`src/rtl/doa_pkg.sv`:
```
// doa_pkg: widths shared along the correlation -> DOA chain, plus the result-register state type.
package doa_pkg;
    localparam int CORR_IN_W = 25;
    localparam int CORR_FRAME_LEN = 128;
    localparam int CORR_ACC_W = CORR_IN_W + $clog2(CORR_FRAME_LEN);
    localparam int CORR_CNT_W = $clog2(CORR_FRAME_LEN) + 1;
    typedef enum logic {EMPTY, FULL} out_state_e;
endpackage

```
`src/rtl/corr_frame_accum_if.sv`:
```
// corr_frame_accum_if: per-sample product stream in, per-frame covariance result out.
interface corr_frame_accum_if import doa_pkg::*; #(
    parameter int IN_W = CORR_IN_W,
    parameter int ACC_W = CORR_ACC_W,
    parameter int CNT_W = CORR_CNT_W
);
    logic signed [IN_W-1:0] i_r, i_c;
    logic i_valid, i_last, o_ready;
    logic signed [ACC_W-1:0] o_acc_r, o_acc_c;
    logic [CNT_W-1:0] o_count;
    logic o_len_err, o_valid, i_ready;
    modport slave (
        input i_r, i_c, i_valid, i_last, i_ready,
        output o_ready, o_acc_r, o_acc_c, o_count, o_len_err, o_valid
    );
    modport master (
        output i_r, i_c, i_valid, i_last, i_ready,
        input o_ready, o_acc_r, o_acc_c, o_count, o_len_err, o_valid
    );
endinterface

```
`src/rtl/corr_frame_accum_acc_lane.sv`:
```
// corr_acc_lane: one signed accumulate/clear lane with a result register loaded on the last beat.
// CORR_AVG_SHIFT_EN: result becomes the sum divided by FRAME_LEN, rounded half-up.
module corr_acc_lane #(
    parameter int IN_W = 25,
    parameter int ACC_W = 32,
    parameter int S = 7
) (
    input logic clk,
    input logic rst,
    input logic en_i,
    input logic last_i,
    input logic signed [IN_W-1:0] din_i,
    output logic signed [ACC_W-1:0] res_o
);
`ifdef CORR_AVG_SHIFT_EN
    localparam int SH = S;
`else
    localparam int SH = 0;
`endif
    // With SH = 0 the rounding constant is zero, leaving the raw sum.
    localparam logic signed [ACC_W-1:0] HALF = ACC_W'((2 ** SH) / 2);
    logic signed [ACC_W-1:0] acc_q, acc_d, res_q, res_d, sum;
    assign sum = acc_q + ACC_W'(din_i);
    always_comb begin
        acc_d = en_i ? (last_i ? '0 : sum) : acc_q;
        res_d = en_i && last_i ? (sum + HALF) >>> SH : res_q;
    end
    always_ff @(posedge clk or posedge rst) begin
        if (rst) begin
            acc_q <= '0;
            res_q <= '0;
        end else begin
            acc_q <= acc_d;
            res_q <= res_d;
        end
    end
    assign res_o = res_q;
endmodule

```
`src/rtl/corr_frame_accum.sv`:
```
// corr_frame_accum: sums complex correlation products over a last-delimited frame, one result per frame.
// CORR_AVG_SHIFT_EN (in the lanes): report the rounded per-sample average instead of the raw sum.
module corr_frame_accum import doa_pkg::*; #(
    parameter int IN_W = CORR_IN_W,
    parameter int FRAME_LEN = CORR_FRAME_LEN,
    parameter int ACC_W = IN_W + $clog2(FRAME_LEN),
    parameter int CNT_W = $clog2(FRAME_LEN) + 1
) (
    input logic i_clk,
    input logic i_reset,
    corr_frame_accum_if.slave s
);
    out_state_e state_q, state_d;
    logic [CNT_W-1:0] cnt_q, cnt_d, count_q, count_d, cnt_inc;
    logic len_err_q, len_err_d, take, load;
    // A held result only stalls input when downstream is not draining it this cycle.
    assign s.o_ready = state_q == EMPTY || s.i_ready;
    assign take = s.i_valid && s.o_ready;
    assign load = take && s.i_last;
    assign cnt_inc = &cnt_q ? cnt_q : cnt_q + 1'b1;
    always_comb begin
        state_d = load ? FULL : s.i_ready ? EMPTY : state_q;
        cnt_d = load ? '0 : take ? cnt_inc : cnt_q;
        count_d = load ? cnt_inc : count_q;
        len_err_d = load ? cnt_inc != CNT_W'(FRAME_LEN) : len_err_q;
    end
    always_ff @(posedge i_clk or posedge i_reset) begin
        if (i_reset) begin
            state_q <= EMPTY;
            cnt_q <= '0;
            count_q <= '0;
            len_err_q <= 1'b0;
        end else begin
            state_q <= state_d;
            cnt_q <= cnt_d;
            count_q <= count_d;
            len_err_q <= len_err_d;
        end
    end
    assign s.o_valid = state_q == FULL;
    assign s.o_count = count_q;
    assign s.o_len_err = len_err_q;
    corr_acc_lane #(.IN_W(IN_W), .ACC_W(ACC_W), .S($clog2(FRAME_LEN))) u_lane_r (
        .clk(i_clk), .rst(i_reset), .en_i(take), .last_i(s.i_last), .din_i(s.i_r), .res_o(s.o_acc_r)
    );
    corr_acc_lane #(.IN_W(IN_W), .ACC_W(ACC_W), .S($clog2(FRAME_LEN))) u_lane_c (
        .clk(i_clk), .rst(i_reset), .en_i(take), .last_i(s.i_last), .din_i(s.i_c), .res_o(s.o_acc_c)
    );
endmodule

```
`src/flat_wrapper.sv`:
```
// flat-port wrapper written by rule: the top's interface ports become plain ports
module corr_frame_accum_flat import doa_pkg::*;
#(
    parameter int IN_W = CORR_IN_W,
    parameter int FRAME_LEN = CORR_FRAME_LEN,
    parameter int ACC_W = IN_W + $clog2(FRAME_LEN),
    parameter int CNT_W = $clog2(FRAME_LEN) + 1
)
  (i_clk, i_reset, s_i_r, s_i_c, s_i_valid, s_i_last, s_i_ready, s_o_ready, s_o_acc_r, s_o_acc_c, s_o_count, s_o_len_err, s_o_valid);
  corr_frame_accum_if #(.IN_W(IN_W), .ACC_W(ACC_W), .CNT_W(CNT_W)) s_i ();
  input logic i_clk;
  input logic i_reset;
  input wire logic [$bits(s_i.i_r)-1:0] s_i_r;
  input wire logic [$bits(s_i.i_c)-1:0] s_i_c;
  input wire logic [$bits(s_i.i_valid)-1:0] s_i_valid;
  input wire logic [$bits(s_i.i_last)-1:0] s_i_last;
  input wire logic [$bits(s_i.i_ready)-1:0] s_i_ready;
  output wire logic [$bits(s_i.o_ready)-1:0] s_o_ready;
  output wire logic [$bits(s_i.o_acc_r)-1:0] s_o_acc_r;
  output wire logic [$bits(s_i.o_acc_c)-1:0] s_o_acc_c;
  output wire logic [$bits(s_i.o_count)-1:0] s_o_count;
  output wire logic [$bits(s_i.o_len_err)-1:0] s_o_len_err;
  output wire logic [$bits(s_i.o_valid)-1:0] s_o_valid;
  assign s_i.i_r = s_i_r;
  assign s_i.i_c = s_i_c;
  assign s_i.i_valid = s_i_valid;
  assign s_i.i_last = s_i_last;
  assign s_i.i_ready = s_i_ready;
  assign s_o_ready = s_i.o_ready;
  assign s_o_acc_r = s_i.o_acc_r;
  assign s_o_acc_c = s_i.o_acc_c;
  assign s_o_count = s_i.o_count;
  assign s_o_len_err = s_i.o_len_err;
  assign s_o_valid = s_i.o_valid;
  corr_frame_accum #(.IN_W(IN_W), .FRAME_LEN(FRAME_LEN), .ACC_W(ACC_W), .CNT_W(CNT_W)) u_core (.i_clk(i_clk), .i_reset(i_reset), .s(s_i));
endmodule
```
`config.mk`:
```
export PLATFORM = sky130hd
export DESIGN_NAME = corr_frame_accum_flat
export DESIGN_NICKNAME = d
export VERILOG_FILES = /design/src/rtl/doa_pkg.sv /design/src/rtl/corr_frame_accum_if.sv /design/src/rtl/corr_frame_accum_acc_lane.sv /design/src/rtl/corr_frame_accum.sv /design/src/flat_wrapper.sv
export SDC_FILE = /design/constraint.sdc
export NUM_CORES = 1
export LEC_CHECK = 0
export CAP_MARGIN = 30
export CORE_MARGIN = 5
export CORE_UTILIZATION = 55
export DETAILED_ROUTE_END_ITERATION = 10
export PLACE_DENSITY = 0.81
export SETUP_SLACK_MARGIN = 0.15
export SLEW_MARGIN = 20
export SYNTH_ARGS = -nofsm -noshare
export SYNTH_HDL_FRONTEND = slang
export SYNTH_SLANG_ARGS = --single-unit
```
`constraint.sdc`:
```
create_clock -name i_clk -period 5.84 [get_ports i_clk]
set_clock_uncertainty 0.1 [all_clocks]
set_input_delay 0.584 -clock i_clk [delete_from_list [all_inputs] [get_ports i_clk]]
set_output_delay 0.584 -clock i_clk [all_outputs]
set_load 0.01 [all_outputs]
```
==> metrics.txt <==
status=finished, final reports clean; # IOs=between 100 and 150; worst path required time=6060 ps; initial DRC count=490; Tcrit/Tclk final=between 50 and 60%; Starting Density=about 56%; mapped cell area=roughly 8600 um2; Inserted Diodes=0; CP max stage cell=fa_1; critical path's most frequent cell=a41o_1; DP HPWL=14500 um; Final Util=between 60% and 70%; worst min path class=register to register; Cell Count, Final, Fillers Out=1207; die area=~18000 um2; synth warn=0; DRC=0; RSZ-0062 raised after global routing=no; Total Routing Usage GR=a little under a quarter; Cell Rows=between 40 and 50; Max-slew headroom=about two fifths; crit start category=input port; post-route cell area=~11000 um2; total congestion overflow=0; setup ws final=roughly 2500 ps; antenna violations before repair=0; VDD IR max=roughly 0.35 mV; critical path class=input port to register; CTS max path bufs=2; max-slew violations=0; final hold vios=0; Placer Congestion=just under 1; Post-Route WL=approximately 21000 um; Post-synth ARST share=100%; Critical Path, Cell by Cell=clkdlybuf4s50_1 > ha_1 > fa_1 > a21o_1 > a22o_1 > a41o_1 > a31o_4 > a21oi_4 > o211ai_2 > a41o_1 > xor2_1 > mux2_2; critical path peak fanout=4; clock slew at reported path FFs=around 60 ps; chip height=~130 um; Worst EP arrival=roughly 3600 ps; max_cap viols=0; DR WL/cell=between 15 and 20 um; Skew-Pair Late Insertion Delay=approximately 430 ps; IO Port Bufs=between 100 and 150; via count=approximately 7100; first-pass GRT wire length=around 35000 um; CTS Sinks=146; Worst Max-Slew Pin Slew=just over 900 ps; PwrDens=529 nW/um2; sequential fraction of the synthesis area=about 43%; CTS tree=yes; Setup Buffers After CTS=0; endpoints failing setup=0; largest stage delay on the critical path=roughly 420 ps; H-tree Lvls=4; worst slack at placement=between 2000 and 2500 ps; leakage=4.96 nW; Initial DRT Pass Iterations=5; mean area per synthesized cell=just under 10 um2; DRT antenna net count=0; Post-DP Area=approximately 10000 um2; core area=around 15000 um2; FMAX=~300 MHz; Fin Setup TNS=0 ps; vias per cell=around 5.9; Hold-fix buffers, CTS=0; Hold Slack=374 ps; Cells after Synth=869; commonest non-fill, non-tap cell in the layout=dfrtp_1; crit end category=register; Inst Count DP=approximately 1200; Yosys reg bits=around 150; Root Buffer=clkbuf_16; Post-CTS Resized=0; Distinct cells, synth=60; dominant synthesized flop cell=dfrtp_1; Nets=1103; layout cells sized above 1=8.63%; vias in the first global route=~7100; Num CTS Buffers=17; Tmin final=between 3000 and 4000 ps; Area Overhead vs Synth=24.0%; largest net degree at the start of global routing=between 100 and 150; width of the die=around 130 um; most frequent cells in the layout=146 x dfrtp_1, 129 x clkdlybuf4s50_1, 109 x nand2_1, 87 x o21ai_0, 63 x ha_1; syn nets=between 900 and 1000; Final Power=5.62 mW; Post-synth EDFFs=0
[flip-flops by register name (all words and copies together) (netlist names)]
name and cells:
u_core.s.o_count 8, u_core.u_lane_c.res_o 32, u_core.u_lane_r.acc_q 32, u_core.u_lane_r.res_o 32, u_core.s.o_len_err 1, u_core.s.o_valid 1
u_core.u_lane_c.acc_q 32, u_core.cnt_q 8
[critical path: cells and delay by family]
family / cells / cell delay (ps)
AOI/OAI and AO/OA: 7 / 1580
adders and majority gates: 2 / 640
buffers and inverters: 1 / 400
muxes: 1 / 250
xor gates and xnor gates: 1 / 150
[Yosys cell counts, types with 2 or more instances]
library cell | instances | share of area, %
or2_2 | 5 | 0.37
nand4_1 | 8 | 0.58
o21bai_1 | 8 | 0.70
a41oi_1 | 2 | 0.20
inv_1 | 14 | 0.61
fa_1 | 2 | 0.47
nor3_1 | 8 | 0.47
clkbuf_1 | 36 | 1.6
nand2b_1 | 8 | 0.58
xnor2_1 | 30 | 3.1
o21a_1 | 7 | 0.61
and2_1 | 7 | 0.51
and3_1 | 17 | 1.2
a21oi_1 | 54 | 3.2
mux2i_1 | 2 | 0.23
mux2_2 | 38 | 5.0
nor2b_1 | 3 | 0.22
a221o_1 | 3 | 0.35
xor2_1 | 29 | 3.0
a22o_1 | 34 | 3.5
buf_2 | 2 | 0.12
or3_1 | 2 | 0.15
o31ai_1 | 12 | 1.1
a31oi_1 | 8 | 0.58
nand3_1 | 21 | 1.2
a221oi_1 | 3 | 0.31
a21o_1 | 32 | 2.8
nand2_1 | 111 | 4.9
a211oi_1 | 3 | 0.26
o21ai_0 | 87 | 5.1
dfrtp_1 | 146 | 43
nor2_1 | 29 | 1.3
ha_1 | 63 | 9.2
a2111oi_0 | 2 | 0.20
a41o_1 | 4 | 0.47
o21ai_1 | 2 | 0.12
a32oi_1 | 2 | 0.20
o211ai_1 | 3 | 0.26
[kinds of logic after synthesis]
family                   count (synthesis)  share of synthesized area (%)
buffers and inverters                   52                           2.31
XOR/XNOR                                60                           6.30
flip-flops                             146                           42.7
AO/OA/AOI/OAI                          280                           21.7
adder cells (fa/ha/maj)                 65                           9.67
multiplexers                            40                           5.23
AND/OR/NAND/NOR                        226                           12.1
[final cells by class]
class,count,area [um2]
multi-input cells,671,4730
fillers,1183,4630
flip-flops and latches,146,3650
repair buffers,133,1340
clock buffers,22,464
well taps,211,264
clock inverters,10,109
inverters,14,57.6
[metal layers]
metal	part of all wire (%)	up-vias	wire, um	GRT usage (%)
met2	46	246	9750	36.6
met4	2.0	0	413	8.48
met1	45	3404	9560	32.5
met5	0	-	0	0
li1	-	3397	-	-
met3	6.7	32	1420	5.63
[power by group]
part           switching, mW  internal [mW]
clock network          0.422          0.647
registers              0.249           1.43
logic                   1.48           1.39
[worst paths after layout]
check	endpoint	cells after the start	start	slack, ps
worst min register to register	u_core.u_lane_r.res_o[2]	2	u_core.u_lane_r.res_o[2]	370
worst max register to register	u_core.u_lane_c.res_o[30]	11	u_core.u_lane_c.acc_q[0]	2630
max in group asynchronous	u_core.u_lane_c.acc_q[17]	4	i_reset	3960
worst max-delay path	u_core.u_lane_c.res_o[30]	12	s_i_c[0]	2460
min in group asynchronous	u_core.u_lane_c.res_o[6]	2	i_reset	460
worst min-delay path	u_core.u_lane_r.res_o[2]	2	u_core.u_lane_r.res_o[2]	370
(Power assumes the default switching activity.)
==> edit 1: new RTL, same settings <==
Reset style: synchronous (`i_reset` and `rst`), changed in 2 clocked blocks.
--- a/src/rtl/corr_frame_accum_acc_lane.sv
+++ b/src/rtl/corr_frame_accum_acc_lane.sv
@@ -27,3 +27,3 @@
     end
-    always_ff @(posedge clk or posedge rst) begin
+    always_ff @(posedge clk) begin
         if (rst) begin
--- a/src/rtl/corr_frame_accum.sv
+++ b/src/rtl/corr_frame_accum.sv
@@ -26,3 +26,3 @@
     end
-    always_ff @(posedge i_clk or posedge i_reset) begin
+    always_ff @(posedge i_clk) begin
         if (i_reset) begin
Check against the original RTL: differs if i_reset is asserted again (counterexample within 4 cycles, from zero or initial values and one cycle with i_reset high); with i_reset held inactive, the same outputs for 4 cycles.
==> edit 1 against the unedited design <==
  * Count of clock-buffer cells in the layout rose by 1
  * Worst setup slack got worse by 0.36 ns
  * Synthesized area fell by 3.8%
  * Routed wire length fell by 3.5%
  * Sequential cell count did not move
  * Cell area fell by 4.5%
  * Register-to-register slack got worse by 0.26 ns
  * Highest routed layer unchanged
Power is not compared: it rests on default switching activity, and its combinational part moved more than twofold at a synthesized area within 25%.
==> edit 1: results (changes against the unedited design) <==
[cells_and_area]
antenna-diode-count = 0  ; unchanged
fin_nets = 1235  ; +12%
area_delta_synth_final_pct = 23.1
drive_gt1_share_pct = 5.05  ; -3.6 points
fillers = 1186  ; +0.25%

[routing]
wl_met3_mm = 1.10  ; -23%
wl_per_cell_um = 15.5  ; -11%
wirelength_mm = 20.4  ; -3.5%
drtPass1Iterations = 6  ; +1
highest_layer = met4
met1_length_mm = 9.38  ; -1.9%
route.met2.wl_mm = 9.47  ; -2.8%
drtIter0Drc = 502  ; +2.4%
vias = 7628  ; +7.8%

[clocking]
cts_setup_buffers = 0  ; unchanged
clk_pin_slew_ns = 0.06  ; about the same
cts_root_buffer = clkbuf_16
cts_resized = 0  ; unchanged
cts_max_level = 4  ; unchanged
cts-buffers-inserted = 17  ; unchanged
clk-insertion-delay-late_ns = 0.42

[global_route]
met1_usage_pct = 30.0  ; -2.5 points
grt_pass1_vias = 7287  ; +3.0%
grt.total_usage_pct = 22.9  ; -0.70 points
met3_usage_pct = 5.11  ; -0.51 points
grt_pass1_wl_mm = 34.1  ; -1.7%
grt_max_degree = 69  ; -37%
antenna_found_initial = 0  ; unchanged
met2_usage_pct = 37.0  ; +0.38 points

[placement]
dp_hpwl_mm = 14.3  ; -1.4%
port_buffers = 129  ; unchanged
routabilityCongestion = 0.888  ; -7.8%
pre_cts_ws_ns = 1.76  ; -0.296 ns
dpl_cell_area_um2 = 9590  ; -4.3%
post-place-cells = 1280  ; +9.0%

[power_and_ir_drop]
p_comb_share_pct = 21.8
powerClk_mw = 1.01
ir_worst_vdd_mv = 0.197
p_switching_uw = 775
comb_power_uw = 587

[logic_synthesis]
synthTopCellsByArea = dfxtp_1, ha_1, a21oi_1
synth_async_sr_flop_share_pct = 0  ; -100 points
avgSynthCellArea_um2 = 8.09  ; -18%
yosys_warnings = 0  ; unchanged
synth.distinct_cells = 66  ; +10%
yosysSeqAreaShare_pct = 35.5  ; -7.2 points
syn_nets = 1139  ; +15%
netlist_top_cells_count = dfxtp_1, nand2_1, a21oi_1

[critical_path]
rr_startpoint = u_core.u_lane_c.acc_q[0]$_SDFFE_PP0P_
cp_data_arrival_time_ns = 3.94  ; +0.34 ns
worst-path-max-fanout = 4  ; unchanged

[hold_path]
hold_path_class = flop to flop
hold_start = u_core.u_lane_c.res_o[25]$_SDFFE_PP0P_

[sta]
max_slew.worst_pin.slew_ns = 0.898  ; -0.0269 ns
drv_slew = 0  ; unchanged

[outcome]
status = finished, final reports clean

## edit 1: cell types whose count changed in the layout (fill, tap and decap cells not counted), sizes merged, moves of 11 or more
cell	change
a211oi	+11
a21oi	+67
nand2	+28
dfxtp	+146
mux2	-37
o31ai	-11
nand3b	+11
nor2	+70
o21ai	-41
dfrtp	-146
a22o	-14
a22oi	+20
nor3	+19
xnor2	+12
## edit 1: final timing paths
kind	slack, ns	cells past startpoint	to
worst max register to register	2.37	12	u_core.u_lane_c.acc_q[26]$_SDFFE_PP0P_
worst min-delay path	0.35	2	u_core.u_lane_c.res_o[25]$_SDFFE_PP0P_
worst min register to register	0.35	2	u_core.u_lane_c.res_o[25]$_SDFFE_PP0P_
worst max-delay path	2.10	13	u_core.u_lane_c.acc_q[26]$_SDFFE_PP0P_
## edit 1: critical path, cell delays in order
cell and delay, ns:
clkdlybuf4s50_1 0.41, ha_1 0.23, fa_1 0.40, a21oi_1 0.23
o21ai_1 0.13, a2111oi_2 0.47, nor4_1 0.11, a211oi_2 0.31
a31oi_2 0.22, a41oi_1 0.33, nor2b_1 0.22, xor2_1 0.20
o21ai_1 0.09
## edit 1: logic make-up after synthesis
| logic type | Yosys count | synth area share (%) |
|---|---|---|
| simple gates | 350 | 19.1 |
| compound gates | 309 | 24.3 |
| flops | 146 | 35.5 |
| buf+inv | 82 | 3.89 |
| fa+ha+maj | 65 | 10.1 |
| xor+xnor | 62 | 6.59 |
| mux | 5 | 0.623 |
## edit 1: area by class of cell
type	count	area share, %
Clock buffer	23	4.91
Timing Repair Buffer	136	13.2
Multi-Input combinational cell	791	49.4
Inverter	23	0.851
Tap cell	184	2.27
Sequential cell	146	28.8
Clock inverter	9	0.543
==> edit 2: new RTL, config.mk and constraints unchanged <==
Made on the original files. Change the package constant `CORR_IN_W` from 25 to 33.
--- a/src/rtl/doa_pkg.sv
+++ b/src/rtl/doa_pkg.sv
@@ -2,3 +2,3 @@
 package doa_pkg;
-    localparam int CORR_IN_W = 25;
+    localparam int CORR_IN_W = 33;
     localparam int CORR_FRAME_LEN = 128;
Ports: changed (resized s_i_c, s_i_r, s_o_acc_c and s_o_acc_r); port bits go from 130 to 162. No check against the original RTL was run, so the function may have changed too.
==> edit 2 against the unedited design <==
  * Cell area is 32% higher
  * Sequential cell count is 32 higher
  * Worst setup slack worse by 0.19 ns
  * Count of clock-buffer cells in the layout is 1 lower
  * Synthesized cell count is 48% higher
  * Worst hold slack hardly changed
  * Routed wire length is 52% higher
  * Synthesized area is 35% higher
  * Power is 31% higher
  * Maximum frequency is 5.3% lower
  * Critical endpoint is now u_core.u_lane_r.res_o[34]$_DFFE_PP0P_
  * Largest power group unchanged
  * Highest routed layer unchanged
==> edit 2: results (changes against the unedited design) <==
[logic_synthesis]
synth_fa_ha_area_share_pct = 8.88  ; -0.79 points
yosys_warnings = 0  ; unchanged
avgSynthCellArea_um2 = 8.98  ; -8.9%
syn_nets = 1442  ; +46%
synthTopCellsByArea = dfrtp_1, ha_1, nand2_1
yosysTopAreaCellShare_pct = 38.4  ; -4.2 points
yosysSeqAreaShare_pct = 38.4  ; -4.2 points
synth_compound_area_share_pct = 22.8  ; +1.1 points
netlist_top_cells_count = nand2_1, dfrtp_1, a21oi_1
synth.area.mux_share_pct = 3.47  ; -1.8 points
synthFlopType = dfrtp_1
synth-xor-area-share_pct = 5.53  ; -0.77 points
synth.distinct_cells = 76  ; +27%

[clocking]
clk-insertion-delay-late_ns = 0.43  ; about the same
clk_pin_slew_ns = 0.07
cts_root_buffer = clkbuf_16
cts_max_path_buffers = 2  ; unchanged

[power_and_ir_drop]
ir_worst_vdd_mv = 0.271  ; -24%
p_leak_nw = 6.44  ; +30%

[sta]
slew_headroom_pct = 35.5  ; -2.7 points

[placement]
dpl_cell_area_um2 = 13300  ; +33%
pre_cts_ws_ns = 1.90  ; -0.157 ns
port_buffers = 161  ; +25%
dp_hpwl_mm = 23.1  ; +60%
routabilityCongestion = 0.933  ; -3.1%

[routing]
vias_per_cell = 6.11  ; +4.2%
wl_per_cell_um = 18.9  ; +8.1%
drtPass1Iterations = 5  ; unchanged
drtIter0Drc = 634  ; +29%

[cells_and_area]
stdcell_count = 1697  ; +41%
drive_gt1_share_pct = 6.40  ; -2.2 points
fin_nets = 1561  ; +42%
fillers = 1719  ; +45%

[global_route]
grt_max_degree = 109  ; -0.91%
grt_pass1_wl_mm = 52.1  ; +50%
grt.total_usage_pct = 26.4  ; +2.8 points
grt_pass1_vias = 10500  ; +48%

[critical_path]
crit_start = s_i_r[0]
cp_data_arrival_time_ns = 3.80  ; +0.20 ns
worst-path-max-fanout = 5  ; +1
rr_startpoint = u_core.u_lane_r.acc_q[0]$_DFFE_PP0P_

[hold_path]
hold_start = u_core.u_lane_c.res_o[18]$_DFFE_PP0P_

[outcome]
status = finished, final reports clean

==> edit 2: power breakdown <==
part	internal [mW]	leakage, nW	switching [mW]	total [mW]
Combinational	1.83	3.90	2.21	4.04
Clock	0.712	0.304	0.512	1.22
Sequential	1.75	2.24	0.325	2.08
==> edit 2: area by class of cell <==
type	instances	area, um2	area share (%)
multi-input cells	1020	6790	48.5
flip-flops and latches	178	4450	31.8
repair buffers	171	1720	12.3
clock buffers	21	470	3.36
well taps	275	344	2.46
clock inverters	11	151	1.08
inverters	21	83.8	0.598
==> edit 2: final timing paths <==
check,endpoint,slack [ns],depth (start not counted)
max,u_core.u_lane_r.res_o[34]$_DFFE_PP0P_,2.27,12
min in group asynchronous,u_core.u_lane_c.res_o[9]$_DFFE_PP0P_,0.43,2
max reg2reg,u_core.u_lane_r.res_o[34]$_DFFE_PP0P_,2.55,11
min,u_core.u_lane_c.res_o[18]$_DFFE_PP0P_,0.37,2
min reg2reg,u_core.u_lane_c.res_o[18]$_DFFE_PP0P_,0.37,2
max in group asynchronous,u_core.u_lane_r.acc_q[20]$_DFFE_PP0P_,3.96,4
==> edit 2: worst max-delay path: stages <==
cell	delay, ns
clkdlybuf4s50_1	0.47
ha_1	0.20
inv_1	0.07
fa_1	0.39
nand2b_1	0.18
a21oi_1	0.25
o211ai_1	0.17
a31oi_1	0.37
a21oi_1	0.30
o311ai_1	0.40
xor2_1	0.14
mux2_2	0.28
==> edit 2: cells by family after synthesis <==
kind of cell,count (synthesis)
AOI/OAI and AO/OA,393
adders and majority gates,81
DFF,178
xor gates and xnor gates,70
muxes,36
and+or+nand+nor,440
buffers and inverters,92
==> edit 2: routing by layer <==
metal	share of wire (%)	GRT usage, %
met5	0	0
met2	49	45.6
met4	2.9	8.79
met1	43	33.9
met3	5.4	4.26
